==> src/rtl/wav_apb_pkg.sv <==
// -----------------------------------------------------------------------------
// wav_apb_pkg
// Shared types for the APB3 initiator.
//   apb_state_t    : initiator FSM state (IDLE, SETUP, ACCESS, RESP), 2-bit.
//   APB_DATA_WIDTH : APB data bus width.
//   apb_rsp_t      : registered response fields returned to the host.
//   timeout_rsp()  : response value used when the completer never answers.
// -----------------------------------------------------------------------------
package wav_apb_pkg;

    localparam int APB_DATA_WIDTH = 32;

    typedef enum logic [1:0] {
        IDLE   = 2'd0,
        SETUP  = 2'd1,
        ACCESS = 2'd2,
        RESP   = 2'd3
    } apb_state_t;

    typedef struct packed {
        logic [APB_DATA_WIDTH-1:0] rdata;
        logic                      err;
        logic                      timeout;
    } apb_rsp_t;

    // An aborted transfer reports an error with no data.
    function automatic apb_rsp_t timeout_rsp();
        apb_rsp_t r;
        r.rdata   = '0;
        r.err     = 1'b1;
        r.timeout = 1'b1;
        return r;
    endfunction

endpackage

==> src/rtl/wav_apb_timeout_cnt.sv <==
// -----------------------------------------------------------------------------
// wav_apb_timeout_cnt
// Saturating cycle counter that flags when an APB ACCESS phase has run for
// MAX cycles without completion. MAX = 0 removes the counter entirely.
// Ports:
//   clk     : rising-edge clock
//   rst_n   : asynchronous active-low reset
//   clr     : synchronous clear (new transfer accepted)
//   en      : count enable (ACCESS cycle with PREADY low)
//   expired : counter holds MAX-1, i.e. this is the last allowed ACCESS cycle
// -----------------------------------------------------------------------------
module wav_apb_timeout_cnt #(
    parameter int unsigned MAX = 256
) (
    input  logic clk,
    input  logic rst_n,
    input  logic clr,
    input  logic en,
    output logic expired
);

    generate
        if (MAX == 0) begin : g_off
            // Timeout disabled: no state, inputs intentionally unused.
            logic unused_inputs;
            assign unused_inputs = ^{clk, rst_n, clr, en};
            assign expired       = 1'b0;
        end else begin : g_cnt
            localparam int unsigned W    = $clog2(MAX + 1);
            localparam logic [W-1:0] LAST = W'(MAX - 1);
            localparam logic [W-1:0] TOP  = W'(MAX);

            logic [W-1:0] cnt_q;
            logic [W-1:0] cnt_d;

            always_comb begin
                cnt_d = cnt_q;
                if (clr) begin
                    cnt_d = '0;
                end else if (en && (cnt_q != TOP)) begin
                    cnt_d = cnt_q + W'(1);
                end
            end

            always_ff @(posedge clk or negedge rst_n) begin
                if (!rst_n) begin
                    cnt_q <= '0;
                end else begin
                    cnt_q <= cnt_d;
                end
            end

            // The counter reads k during the (k+1)-th ACCESS cycle, so matching
            // MAX-1 bounds ACCESS to exactly MAX cycles.
            assign expired = (cnt_q == LAST);
        end
    endgenerate

endmodule

==> src/rtl/wav_apb_initiator.sv <==
// -----------------------------------------------------------------------------
// wav_apb_initiator
// APB3 initiator: turns single read/write commands from a valid/ready command
// port into APB transfers and returns read data, PSLVERR and a timeout flag on
// a valid/ready response port. One transfer is outstanding at a time.
// Ports:
//   RegClk, RegReset_n       : clock, asynchronous active-low reset
//   cmd_valid/ready          : command handshake
//   cmd_write/addr/wdata     : command fields (wdata ignored for reads)
//   rsp_valid/ready          : response handshake
//   rsp_rdata/err/timeout    : registered response fields
//   busy                     : a transfer is in progress
//   PSEL/PENABLE/PWRITE/PADDR/PWDATA : APB request
//   PRDATA/PREADY/PSLVERR    : APB completion
// -----------------------------------------------------------------------------
module wav_apb_initiator
    import wav_apb_pkg::*;
#(
    parameter int          ADDR_WIDTH     = 8,
    parameter int unsigned TIMEOUT_CYCLES = 256
) (
    input  logic                      RegClk,
    input  logic                      RegReset_n,

    input  logic                      cmd_valid,
    output logic                      cmd_ready,
    input  logic                      cmd_write,
    input  logic [ADDR_WIDTH-1:0]     cmd_addr,
    input  logic [APB_DATA_WIDTH-1:0] cmd_wdata,

    output logic                      rsp_valid,
    input  logic                      rsp_ready,
    output logic [APB_DATA_WIDTH-1:0] rsp_rdata,
    output logic                      rsp_err,
    output logic                      rsp_timeout,

    output logic                      busy,

    output logic                      PSEL,
    output logic                      PENABLE,
    output logic                      PWRITE,
    output logic [ADDR_WIDTH-1:0]     PADDR,
    output logic [APB_DATA_WIDTH-1:0] PWDATA,
    input  logic [APB_DATA_WIDTH-1:0] PRDATA,
    input  logic                      PREADY,
    input  logic                      PSLVERR
);

    apb_state_t                state_q,  state_d;
    logic                      pwrite_q, pwrite_d;
    logic [ADDR_WIDTH-1:0]     paddr_q,  paddr_d;
    logic [APB_DATA_WIDTH-1:0] pwdata_q, pwdata_d;
    apb_rsp_t                  rsp_q,    rsp_d;

    logic cmd_hs;
    logic cnt_en;
    logic tmo_expired;

    assign cmd_hs = (state_q == IDLE) && cmd_valid;
    assign cnt_en = (state_q == ACCESS) && !PREADY;

    wav_apb_timeout_cnt #(
        .MAX (TIMEOUT_CYCLES)
    ) u_timeout_cnt (
        .clk     (RegClk),
        .rst_n   (RegReset_n),
        .clr     (cmd_hs),
        .en      (cnt_en),
        .expired (tmo_expired)
    );

    // Next state, captured request/response fields and state-decoded outputs.
    always_comb begin
        state_d   = state_q;
        pwrite_d  = pwrite_q;
        paddr_d   = paddr_q;
        pwdata_d  = pwdata_q;
        rsp_d     = rsp_q;

        cmd_ready = 1'b0;
        busy      = 1'b1;
        PSEL      = 1'b0;
        PENABLE   = 1'b0;
        rsp_valid = 1'b0;

        case (state_q)
            IDLE: begin
                cmd_ready = 1'b1;
                busy      = 1'b0;
                if (cmd_valid) begin
                    // Request fields only change here, so they are stable
                    // for the whole time PSEL is high.
                    pwrite_d = cmd_write;
                    paddr_d  = cmd_addr;
                    pwdata_d = cmd_wdata;
                    state_d  = SETUP;
                end
            end
            SETUP: begin
                PSEL    = 1'b1;
                state_d = ACCESS;
            end
            ACCESS: begin
                PSEL    = 1'b1;
                PENABLE = 1'b1;
                // A completer answering on the last allowed cycle still wins.
                if (PREADY) begin
                    rsp_d.rdata   = pwrite_q ? '0 : PRDATA;
                    rsp_d.err     = PSLVERR;
                    rsp_d.timeout = 1'b0;
                    state_d       = RESP;
                end else if (tmo_expired) begin
                    rsp_d   = timeout_rsp();
                    state_d = RESP;
                end
            end
            RESP: begin
                rsp_valid = 1'b1;
                if (rsp_ready) begin
                    state_d = IDLE;
                end
            end
            default: begin
                state_d = IDLE;
            end
        endcase
    end

    always_ff @(posedge RegClk or negedge RegReset_n) begin
        if (!RegReset_n) begin
            state_q  <= IDLE;
            pwrite_q <= 1'b0;
            paddr_q  <= '0;
            pwdata_q <= '0;
            rsp_q    <= '0;
        end else begin
            state_q  <= state_d;
            pwrite_q <= pwrite_d;
            paddr_q  <= paddr_d;
            pwdata_q <= pwdata_d;
            rsp_q    <= rsp_d;
        end
    end

    assign PWRITE      = pwrite_q;
    assign PADDR       = paddr_q;
    assign PWDATA      = pwdata_q;
    assign rsp_rdata   = rsp_q.rdata;
    assign rsp_err     = rsp_q.err;
    assign rsp_timeout = rsp_q.timeout;

endmodule

==> config.mk <==
export PLATFORM = sky130hd
export DESIGN_NAME = wav_apb_initiator
export DESIGN_NICKNAME = d
export VERILOG_FILES = /design/src/rtl/wav_apb_pkg.sv /design/src/rtl/wav_apb_timeout_cnt.sv /design/src/rtl/wav_apb_initiator.sv
export SDC_FILE = /design/constraint.sdc
export NUM_CORES = 1
export LEC_CHECK = 0
export ABC_CLOCK_PERIOD_IN_PS = 3600
export BUFFER_PORTS_ARGS = -buffer_cell sky130_fd_sc_hd__buf_2
export CAP_MARGIN = 20
export CELL_PAD_IN_SITES_DETAIL_PLACEMENT = 1
export CELL_PAD_IN_SITES_GLOBAL_PLACEMENT = 1
export CORE_MARGIN = 8
export CORE_UTILIZATION = 38
export CTS_CLUSTER_SIZE = 40
export DETAILED_ROUTE_END_ITERATION = 10
export PLACE_DENSITY_LB_ADDON = 0.1
export REMOVE_ABC_BUFFERS = 1
export SYNTH_ARGS = -nofsm -noshare
export SYNTH_HDL_FRONTEND = slang
export SYNTH_HIERARCHICAL = 1
export SYNTH_SLANG_ARGS = --single-unit
export TNS_END_PERCENT = 50
==> constraint.sdc <==
create_clock -name RegClk -period 3.6 [get_ports RegClk]
set_input_delay 0 -clock RegClk [delete_from_list [all_inputs] [get_ports RegClk]]
set_output_delay 0 -clock RegClk [all_outputs]
set_load 0.02 [all_outputs]
* Word level (Yosys, flattened, before mapping)
Cells that the tools add are included.
Storage, ports and cells: register bits after elaboration 86, input port bits 79, output and inout bits 80, logic and storage cells 43
Operators by class: add/sub/neg operators 1, equality and inequality tests 8, muxes and demuxes 15, reductions and logical operators 11
Operator list (number):
- $mux W34 | 2
- $mux W32 | 1
- $mux W9 | 2
- $add A9 B1 Y9 const B | 1
- $eq A9 B8 Y1 const B | 1
- $ne A9 B9 Y1 const B | 1
- $mux W2 | 4
- $pmux W2 S4 | 1
- $mux W1 | 5
- $eq A2 B2 Y1 const B | 2
- $ne A2 B2 Y1 const B | 2
- $reduce_and A2 Y1 | 2
- $reduce_bool A2 Y1 | 2
- $logic_and A1 B1 Y1 | 3
- $ne A3 B3 Y1 const B | 1
- $reduce_and A3 Y1 | 1
- $eq A2 B1 Y1 const B | 1
- $logic_not A2 Y1 | 1
- $reduce_or A2 Y1 | 1
- $logic_not A1 Y1 | 1

* Longest topological paths before layout
Gate-level depths: netlist (run 1).
word-level depth 5, gate-level depth with buffers 9

* Hierarchy
Netlist (run 1), hierarchy kept.
Modules (own cells, without submodules):
- wav_apb_initiator | times used 1, cells each 251, area an instance 3054.2 um^2, seq. area each 1926.8 um^2
- wav_apb_timeout_cnt | times used 1, cells each 55, area an instance 533.0 um^2, seq. area each 225.2 um^2

* Worst setup path after synthesis (run 1)
No wires, ideal clock.
path type register -> register, from register state_q[0], to register u_timeout_cnt.g_cnt.cnt_q[0], library setup time 125 ps, arrival 1787 ps, data required time 3475 ps, path slack 1688 ps, stages on the path, launching flop included 7, buffers on the path 0, period minus slack after synthesis 1912 ps, path through dfrtp_1 inv_1 ha_1 nor2b_1 inv_1 a31oi_2 mux2_4
Between the ends: longest elaborated chain between the ends 4
RTL lines:
- start, declared | line wav_apb_initiator.sv:49 | apb_state_t state_q, state_d;
- start signal, assigned | line wav_apb_initiator.sv:137 | state_q <= state_d;
- $eq A2 B2 Y1 | line wav_apb_initiator.sv:60 | assign cnt_en = (state_q == ACCESS) && !PREADY;
- $logic_and A1 B1 Y1 | line wav_apb_initiator.sv:60
- via cnt_en | line wav_apb_initiator.sv:56 | logic cnt_en;
- $logic_and A1 B1 Y1 | line wav_apb_timeout_cnt.sv:40 | end else if (en && (cnt_q != TOP)) begin
- $reduce_bool A2 Y1 (no line)
- end signal, assigned | line wav_apb_timeout_cnt.sv:49 | cnt_q <= cnt_d;
- end, declared | line wav_apb_timeout_cnt.sv:33 | logic [W-1:0] cnt_q;
The timed path passes the listed nets, and every way through them passes these cells. A chain may end at the register's enable or synchronous reset.

* Final worst setup path (run 1)
from register u_timeout_cnt.g_cnt.cnt_q[0], to register rsp_q (netlist bit rsp_rdata[7])
Between the ends: longest elaborated chain between the ends 3
RTL lines:
- $eq A9 B8 Y1 | line wav_apb_timeout_cnt.sv:55 | assign expired = (cnt_q == LAST);
- via tmo_expired | line wav_apb_initiator.sv:57 | logic tmo_expired;
- $reduce_bool A2 Y1 (no line)
- $reduce_and A2 Y1 (no line)
- end signal, assigned | line wav_apb_initiator.sv:141 | rsp_q <= rsp_d;
- end, declared | line wav_apb_initiator.sv:53 | apb_rsp_t rsp_q, rsp_d;
The timed path passes the listed nets, and every way through them passes these cells.

==> results of run 1 <==
## state kept, by name (all words and copies together), names as in the netlist
register,cells
rsp_rdata,32
PWRITE,1
PADDR,8
u_timeout_cnt/g_cnt.cnt_q,9
rsp_timeout,1
rsp_err,1
PWDATA,32
state_q,2
## cell type report
type,count,area share
Multi-Input combinational cell,195,0.237
Inverter,9,0.00618
Clock buffer,11,0.0240
Sequential cell,86,0.393
Tap cell,111,0.0254
Clock inverter,5,0.0194
Timing Repair Buffer,239,0.295
## routing by layer
metal	wire length, um	global-route usage	up-vias
met4	245	0.0737	0
li1	-	-	1489
met2	6070	0.320	113
met3	781	0.0485	15
met5	0	0	-
met1	5040	0.213	1539
## per-stage QoR
step | std cells | util
3_5_place_dp | 563 | 0.483
4_1_cts | 655 | 0.592
6_report | 656 | 0.595
3_3_place_gp | 563 | 0.483
2_1_floorplan | 290 | -
5_1_grt | 656 | 0.595
## worst paths after layout
kind	startpoint	end	slack (ns)	cells after the start
setup / recovery	u_timeout_cnt/g_cnt.cnt_q[0]$_DFFE_PN0P_	rsp_rdata[7]$_DFFE_PN0P_	1.50	8
hold / removal	RegReset_n	PADDR[0]$_DFFE_PN0P_	0.09	2
setup reg to reg	u_timeout_cnt/g_cnt.cnt_q[0]$_DFFE_PN0P_	rsp_rdata[7]$_DFFE_PN0P_	1.50	8
hold reg to reg	rsp_rdata[28]$_DFFE_PN0P_	rsp_rdata[28]$_DFFE_PN0P_	0.48	2
max in group asynchronous	RegReset_n	rsp_rdata[1]$_DFFE_PN0P_	2.88	3
min in group RegClk	rsp_ready	state_q[0]$_DFFE_PN0P_	0.10	3
## cell families (layout without fill, tap and decap cells)
kind of cell,Yosys count,count (layout),share of synthesized area
simple gates,96,96,0.118
mux,44,44,0.139
compound gates,47,47,0.0757
xor+xnor,2,2,0.00488
buf+inv,25,264,0.0415
fa+ha+maj,6,6,0.0209
flops,86,86,0.600
## worst max-delay path: stages, from the launching register on
cell and delay, ns:
dfrtp_1 0.43, ha_1 0.27, nand3_1 0.10, nor2_1 0.04, ha_1 0.22, o21ai_4 0.37
buf_4 0.40, nand2_1 0.10, o21ai_1 0.10
## power by group through the flow
stage	logic [mW]	clock network (mW)	registers [mW]
final	2.14	0.820	1.68
after global routing	2.32	0.877	1.74
after CTS	2.14	0.839	1.66
after detailed placement	2.07	0	1.68
after global placement	2.01	0	1.66
after floorplan	0.745	0	2.19
## synthesized netlist by cell type
| master | number |
|---|---|
| o21ai_0 | 7 |
| mux2_4 | 1 |
| mux2i_1 | 1 |
| o21ai_1 | 30 |
| xor2_1 | 2 |
| nand4_1 | 2 |
| or3_1 | 3 |
| nor4_4 | 1 |
| dfrtp_1 | 86 |
| buf_2 | 2 |
| and2_1 | 1 |
| a311o_2 | 1 |
| a221oi_2 | 1 |
| o21ai_2 | 1 |
| nor2b_1 | 4 |
| a311oi_1 | 1 |
| nand4_2 | 1 |
| buf_6 | 4 |
| a31oi_2 | 1 |
| nand2_1 | 69 |
| clkbuf_1 | 4 |
| nor2_1 | 8 |
| o32a_1 | 1 |
| inv_1 | 9 |
| a21oi_1 | 4 |
| nand3_1 | 4 |
| buf_4 | 6 |
| nand2b_1 | 2 |
| mux2_2 | 42 |
| nand2_2 | 1 |
| ha_1 | 6 |
==> results.py, run 1 <==
metrics = {
    "critical_path": {
        "cp-end-kind": "flop",
        "path_class": "flop to flop",
        "required_ns": 3.87,
        "crit_path_max_fanout": 34,
        "cp.arrival_ns": 2.36,
        "startpoint_type": "flop",
    },
    "power_and_ir_drop": {
        "switchingPower_mw": 1.94,
        "seqPwrFrac": 0.363,
        "total_power_mw": 4.64,
        "p_per_area_nw_per_um2": 849,
        "cell_internal_pwr_mw": 2.71,
        "swShare": 0.417,
        "vdd_drop_max_mv": 0.311,
        "power_frac_comb": 0.461,
        "p_leak_nw": 2.70,
        "power_frac_clock": 0.177,
    },
    "routing": {
        "wirelength_um": 12100,
        "wl_per_cell_um": 18.5,
        "drtIter0Drc": 134,
        "drtAntennaViolNets": 0,
        "drt-vias-per-instance": 4.81,
        "dr_total_vias": 3156,
        "first_pass_iters": 4,
        "post-route-drc-count": 0,
    },
    "logic_synthesis": {
        "yosysTopAreaCellShare": 0.600,
        "synth-seq-cells": 86,
        "syn_area_um2": 3590,
        "syn_area_per_cell_um2": 11.7,
        "synthDistinctLibCells": 31,
        "yosysSeqAreaShare": 0.600,
        "netlist_instances": 306,
        "synth_warnings": 6,
        "synth_top_cell_by_area": "dfrtp_1",
        "synth_area_leaders": "dfrtp_1, mux2_2, nand2_1, o21ai_1, ha_1",
    },
    "global_routing": {
        "grt_max_degree": 87,
        "grt-ovfl-total": 0,
        "grt_usage": 0.185,
        "antenna_found_initial": 0,
        "grt_pass1_vias": 3488,
        "grt_pass1_wl_um": 18700,
    },
    "final_layout": {
        "area_growth_pct": 52.5,
        "regArea_um2": 2150,
        "nets": 625,
        "layout_common_cells": "buf_2, dfrtp_1, dlygate4sd3_1",
        "final_cell_area_um2": 5470,
        "fillers": 1018,
        "drive_gt1_frac": 0.418,
        "multi_input_area_um2": 1300,
        "antenna_cells": 0,
        "layout_commonest_cell": "buf_2",
    },
    "clocking": {
        "clk_latency_ns": 0.35,
        "cts_tree": "done",
        "cts_made_buffers": 9,
        "h-tree-depth": 3,
        "cts.sink_count": 86,
        "cts-root-buf": "clkbuf_8",
        "ctsResizeCount": 0,
        "postCtsHoldBufs": 76,
        "clk_pin_slew_worst_paths_ns": 0.09,
        "post-cts-setup-buffer-count": 0,
        "cts_buffer_depth": 2,
    },
    "placed_design": {
        "dp_hpwl_um": 7520,
        "dpl_cell_area_um2": 4440,
        "gp_congestion": 0.736,
        "place_ws_ns": 1.54,
        "io_buffers": 158,
    },
    "timing": {
        "fin_crit_sh": 0.583,
        "holdWs_ns": 0.0911,
        "min_period_ns": 2.10,
        "finClkSkew_ns": 0.0145,
        "fmax_mhz": 477,
        "tns_ns": 0,
        "worst_pin_slew_ns": 0.525,
        "fin_ws_ns": 1.50,
        "grt_setup_unrepaired": "no",
        "finalHoldViolCount": 0,
        "timing.slew.headroom": 0.650,
        "setup_violations": 0,
        "slew_viol_final": 0,
    },
    "floorplan": {
        "dieArea_um2": 12800,
        "die_h_um": 113,
        "die_w_um": 113,
        "start_util": 0.390,
        "core-area_um2": 9200,
        "fp-row-count": 35,
        "io_pins": 159,
    },
    "worst_hold_path": {
        "hp-class": "input pin to async pin",
    },
    "status": {
        "outcome": "finished clean",
    },
    "job": {
        "cap_violations": 0,
    },
}
Power figures use the tool's default switching activity.
==> run 2: changes to the inputs <==
- ABC_CLOCK_PERIOD_IN_PS: 3600 -> 2070
- CORE_UTILIZATION: 38 -> 35
- clock period: 3.6 -> 2.07 ns (I/O delays scaled with it)
==> run 2 against run 1 <==
  * Global-route usage shrank 2.1 points
  * Cell area rose by 0.41%
  * Sequential power is 71% higher
  * First-iteration DRC count decreased by 31%
  * Combinational power increased by 74%
  * Utilization down 5.3 points
  * Highest routed layer unchanged
==> results.py, run 2 (synthesized netlist as in run 1, its figures left out) <==
metrics = {
    "status": {
        "outcome": "finished clean",
    },
    "critical_path": {
        "required_ns": 2.31,
        "cp_top_family": "adder cells",
        "crit_path_max_fanout": 4,
        "path_cells": "ha_1 -> nand3_1 -> nor2_1 -> ha_1 -> nor2_1 -> a221oi_2 -> mux2_2",
        "cp_slowest_cell": "dfrtp_1",
        "cp-end-kind": "flop",
        "cpPeakStageDelay_ns": 0.41,
        "path_class": "flop to flop",
        "startpoint_type": "flop",
        "path_buf_inv": 0,
        "cp.arrival_ns": 2.13,
    },
    "final_layout": {
        "antenna_cells": 0,
        "fin_cells": 683,
        "nets": 627,
        "drive_gt1_frac": 0.422,
        "fillers": 1119,
        "layout_commonest_cell": "buf_2",
        "layout_common_cells": "buf_2, dfrtp_1, dlygate4sd3_1",
        "final_cell_area_um2": 5490,
        "area_growth_pct": 53.1,
    },
    "placed_design": {
        "dpl_cell_area_um2": 4540,
        "place_ws_ns": 0.203,
        "io_buffers": 158,
        "dp_hpwl_um": 7150,
        "dp.cells": 591,
        "gp_congestion": 0.717,
    },
    "timing": {
        "finalHoldViolCount": 0,
        "slew_viol_final": 0,
        "fmax_mhz": 530,
        "finClkSkew_ns": 0.0108,
        "setup_violations": 0,
        "grt_setup_unrepaired": "no",
        "fin_crit_sh": 0.911,
        "fin_ws_ns": 0.183,
        "min_period_ns": 1.89,
        "timing.slew.headroom": 0.746,
        "worst_pin_slew_ns": 0.381,
    },
    "global_routing": {
        "use_met2": 0.280,
        "grtUsageMet3": 0.0446,
        "antenna_found_initial": 0,
        "grt_max_degree": 69,
        "grt_pass1_wl_um": 17600,
        "gr-usage-met1": 0.199,
        "grt_pass1_vias": 3404,
        "grt-busiest-layer": "met2",
        "grt_usage": 0.164,
        "grt-ovfl-total": 0,
    },
    "routing": {
        "wirelength_um": 11200,
        "drtAntennaViolNets": 0,
        "first_pass_iters": 4,
        "post-route-drc-count": 0,
        "drt-vias-per-instance": 4.51,
        "wl_per_cell_um": 16.4,
        "dr_total_vias": 3081,
        "drtIter0Drc": 92,
    },
    "power_and_ir_drop": {
        "swShare": 0.422,
        "vdd_drop_max_mv": 0.526,
        "cell_internal_pwr_mw": 4.51,
        "p_leak_nw": 2.71,
        "switchingPower_mw": 3.30,
        "seqPwrFrac": 0.369,
        "power_frac_clock": 0.154,
        "p_per_area_nw_per_um2": 1420,
        "power_frac_comb": 0.477,
    },
    "floorplan": {
        "die_w_um": 117,
        "die_h_um": 117,
        "fp-row-count": 37,
        "io_pins": 159,
        "core-area_um2": 10100,
        "start_util": 0.354,
        "dieArea_um2": 13700,
    },
    "clocking": {
        "h-tree-depth": 3,
        "clk_pin_slew_worst_paths_ns": 0.09,
        "clk_latency_ns": 0.35,
        "cts_tree": "done",
        "post-cts-setup-buffer-count": 0,
        "cts.sink_count": 86,
        "cts_made_buffers": 9,
        "cts-root-buf": "clkbuf_8",
        "cts_buffer_depth": 2,
    },
    "worst_hold_path": {
        "hp-class": "input pin to async pin",
    },
    "job": {
        "cap_violations": 0,
    },
}
-- run 2: changes by cell type in the layout (fill, tap and decap cells not counted) --
cell	delta
buf_16	-1
clkbuf_1	-1
inv_6	+2
clkinv_2	+1
bufinv_16	-2
buf_12	+3
-- run 2: per-layer routing --
metal / share of wire / routed length (um)
met5: 0 / 0
met4: 0.0083 / 93
met3: 0.089 / 993
met2: 0.48 / 5410
met1: 0.42 / 4700
-- run 2: worst reg2reg max path, stage by stage (launching register included) --
cell and delay, ns:
dfrtp_1 0.41, ha_1 0.24, nand3_1 0.09, nor2_1 0.11, ha_1 0.21, nor2_1 0.07, a221oi_2 0.28, mux2_2 0.37
-- run 2: what timing repair did --
action | in CTS | in global routing
hold buffers | 76 | 0
hold endpoints to repair | 152 | 0
resized for setup | 0 | 0
-- run 2: per-stage QoR --
stage | hold WS [ns] | setup TNS [ns] | util | power (mW)
after floorplan | -0.296 | -17.24 | - | 5.11
after global placement | -0.0535 | 0 | 0.447 | 6.44
after detailed placement | -0.0504 | 0 | 0.447 | 6.54
after CTS | 0.0952 | 0 | 0.542 | 7.88
after global routing | 0.112 | 0 | 0.542 | 8.36
final | 0.109 | 0 | 0.542 | 7.81
-- run 2: area by class of cell --
type,count,area [um^2],area share
Clock buffer,10,128,0.0232
Clock inverter,6,68.8,0.0125
Inverter,9,33.8,0.00615
Multi-Input combinational cell,195,1300,0.236
Sequential cell,86,2150,0.392
Tap cell,136,170,0.0310
Timing Repair Buffer,241,1640,0.299
-- run 2: worst paths after layout --
path / start / endpoint / slack, ns / depth (start not counted)
hold reg to reg: rsp_rdata[23]$_DFFE_PN0P_ / rsp_rdata[23]$_DFFE_PN0P_ / 0.49 / 2
setup / recovery: u_timeout_cnt/g_cnt.cnt_q[0]$_DFFE_PN0P_ / state_q[1]$_DFFE_PN0P_ / 0.18 / 7
min in group RegClk: rsp_ready / state_q[0]$_DFFE_PN0P_ / 0.12 / 3
setup reg to reg: u_timeout_cnt/g_cnt.cnt_q[0]$_DFFE_PN0P_ / state_q[1]$_DFFE_PN0P_ / 0.18 / 7
hold / removal: RegReset_n / PADDR[0]$_DFFE_PN0P_ / 0.11 / 2
max in group asynchronous: RegReset_n / rsp_rdata[12]$_DFFE_PN0P_ / 1.31 / 3
-- run 2: power by group through the flow --
stage               sequential [mW]  combinational, mW  clock, mW
finish                         2.88               3.72       1.20
global route                   2.99               4.05       1.32
CTS                            2.87               3.76       1.26
detailed placement             2.90               3.64          0
global placement               2.85               3.58          0
floorplan                      3.81               1.30          0
==> run 3: changes to the inputs <==
- ABC_CLOCK_PERIOD_IN_PS: 2070 -> 1850
- BUFFER_PORTS_ARGS: -buffer_cell sky130_fd_sc_hd__buf_2 -> not set
- CORE_UTILIZATION: 35 -> 47
- DONT_BUFFER_PORTS: not set -> 1
- clock period: 2.07 -> 1.85 ns (I/O delays scaled with it)
==> run 3 against run 2 <==
  * The flow now finishes with violations (hold timing)
  * Register-to-register slack got worse by 0.12 ns
  * Die area is 22% lower
  * Sequential power up 58%
  * Wire length down 0.25%
  * Cell area is 14% lower
  * Setup slack got worse by 0.12 ns
  * Combinational power fell by 42%
  * Worst hold slack worse by 0.78 ns
  * Via count shrank 16%
  * Final cell count is 27% lower
  * Non-clock buffer count shrank 152
  * Count of clock-buffer cells in the layout down 1
  * Largest power group is now registers
  * Highest routed layer unchanged
==> results.py, run 3 (synthesized netlist as in run 1, its figures left out) <==
metrics = {
    "status": {
        "outcome": "finished, violations left",
        "violations": "hold timing",
    },
    "floorplan": {
        "fp-row-count": 32,
        "die_w_um": 103,
        "io_pins": 159,
        "die_h_um": 103,
        "dieArea_um2": 10700,
        "start_util": 0.474,
        "core-area_um2": 7570,
    },
    "power_and_ir_drop": {
        "power_frac_comb": 0.266,
        "cell_internal_pwr_mw": 4.46,
        "power_frac_clock": 0.170,
        "p_per_area_nw_per_um2": 1710,
        "vdd_drop_max_mv": 0.781,
        "seqPwrFrac": 0.564,
        "p_leak_nw": 2.06,
        "swShare": 0.449,
        "switchingPower_mw": 3.63,
    },
    "timing": {
        "fmax_mhz": 558,
        "min_period_ns": 1.79,
        "fin_ws_ns": 0.0593,
        "grt_setup_unrepaired": "yes",
        "fin_crit_sh": 0.968,
        "finClkSkew_ns": 0.00873,
        "slew_viol_final": 0,
        "worst_pin_slew_ns": 0.340,
        "holdWs_ns": -0.671,
        "finalHoldViolCount": 86,
        "timing.slew.headroom": 0.773,
        "setup_violations": 0,
    },
    "global_routing": {
        "grt_pass1_wl_um": 16900,
        "antenna_found_initial": 0,
        "grt_max_degree": 87,
        "grt_usage": 0.212,
        "grt-ovfl-total": 0,
        "grt_pass1_vias": 2918,
    },
    "critical_path": {
        "cp.arrival_ns": 2.03,
        "cp-end-kind": "flop",
        "cp_slowest_cell": "dfrtp_1",
        "cpPeakStageDelay_ns": 0.37,
        "startpoint_type": "flop",
        "r2r_cells": 7,
        "required_ns": 2.09,
        "crit_path_max_fanout": 3,
        "path_class": "flop to flop",
        "path_cells": "ha_2 -> nand3_1 -> nor2_1 -> ha_2 -> nor2_1 -> a221oi_2 -> mux2_4",
    },
    "clocking": {
        "cts_buffer_depth": 2,
        "cts.sink_count": 86,
        "postCtsHoldBufs": 76,
        "h-tree-depth": 3,
        "cts_made_buffers": 9,
        "clk_pin_slew_worst_paths_ns": 0.09,
        "clk_latency_ns": 0.35,
        "cts-root-buf": "clkbuf_8",
        "cts_tree": "done",
    },
    "routing": {
        "wl_per_cell_um": 22.5,
        "drt-vias-per-instance": 5.20,
        "wirelength_um": 11200,
        "drtAntennaViolNets": 0,
        "first_pass_iters": 4,
        "drtIter0Drc": 64,
        "post-route-drc-count": 0,
        "dr_total_vias": 2585,
    },
    "final_layout": {
        "final_cell_area_um2": 4710,
        "layout_commonest_cell": "dfrtp_1",
        "area_growth_pct": 31.4,
        "fillers": 747,
        "layout_common_cells": "dfrtp_1, dlygate4sd3_1, nand2_1",
        "nets": 475,
        "antenna_cells": 0,
        "drive_gt1_frac": 0.210,
        "fin_cells": 497,
    },
    "placed_design": {
        "dp.cells": 403,
        "gp_congestion": 0.751,
        "dp_hpwl_um": 6500,
        "io_buffers": 0,
        "place_ws_ns": 0.0581,
        "dpl_cell_area_um2": 3720,
    },
    "job": {
        "cap_violations": 0,
    },
    "worst_hold_path": {
        "hp-class": "input pin to async pin",
    },
}
## run 3: cell count changes in the layout (fill, tap and decap cells not counted), moves of 2 or more
| cell | previous run | this run |
|---|---|---|
| clkinv_4 | 0 | 2 |
| buf_4 | 5 | 11 |
| ha_1 | 6 | 4 |
| inv_6 | 3 | 1 |
| buf_2 | 157 | 0 |
| ha_2 | 0 | 2 |
## run 3: path summary, 6_finish.rpt
check	from	to	slack, ns
setup / recovery	u_timeout_cnt/g_cnt.cnt_q[0]$_DFFE_PN0P_	state_q[1]$_DFFE_PN0P_	0.06
hold / removal	RegReset_n	PWDATA[9]$_DFFE_PN0P_	-0.67
setup reg to reg	u_timeout_cnt/g_cnt.cnt_q[0]$_DFFE_PN0P_	state_q[1]$_DFFE_PN0P_	0.06
hold reg to reg	state_q[0]$_DFFE_PN0P_	state_q[0]$_DFFE_PN0P_	0.57
max in group asynchronous	RegReset_n	rsp_rdata[28]$_DFFE_PN0P_	2.37
min in group RegClk	rsp_ready	state_q[0]$_DFFE_PN0P_	0.03
## run 3: through the flow
step           total power, mW  TNS [ns]  utilization
2_1_floorplan             5.71    -25.20            -
6_report                  8.08         0        0.623
4_1_cts                   7.98         0        0.619
3_5_place_dp              6.48         0        0.491
5_1_grt                   8.55   -0.0457        0.623
3_3_place_gp              6.33         0        0.491
## run 3: power by group through the flow
stage	sequential [mW]	combinational (mW)	clock (mW)
after global placement	4.52	1.81	0
after CTS	4.53	2.06	1.40
after global routing	4.69	2.37	1.48
after floorplan	4.26	1.45	0
after detailed placement	4.56	1.92	0
final	4.56	2.15	1.37
## run 3: timing repair
action	CTS	global route
setup endpoints to repair	0	28
hold endpoints to repair	163	86
buffers inserted	0	2
resized for setup	0	4
## run 3: critical path, delay by kind of cell (launching register included)
kind | cells | cell delay, ns
flip-flops | 1 | 0.37
adder cells (fa/ha/maj) | 2 | 0.42
AO/OA/AOI/OAI | 1 | 0.31
AND/OR/NAND/NOR | 3 | 0.25
multiplexers | 1 | 0.34
## run 3: layer usage
layer / GRT usage / up-vias / routed length (um)
met5: 0 / - / 0
met4: 0.0779 / 0 / 206
met3: 0.0890 / 16 / 1290
met2: 0.353 / 122 / 5440
met1: 0.238 / 1254 / 4220
li1: - / 1193 / -
## run 3: area by class of cell
type                    instances  area (um^2)  share of cell area
repair buffers                 89          883               0.187
inverters                       9         37.5             0.00796
flip-flops and latches         86         2150               0.456
clock inverters                 7         85.1              0.0180
clock buffers                   9          124              0.0263
multi-input cells             195         1310               0.277
well taps                     102          128              0.0271
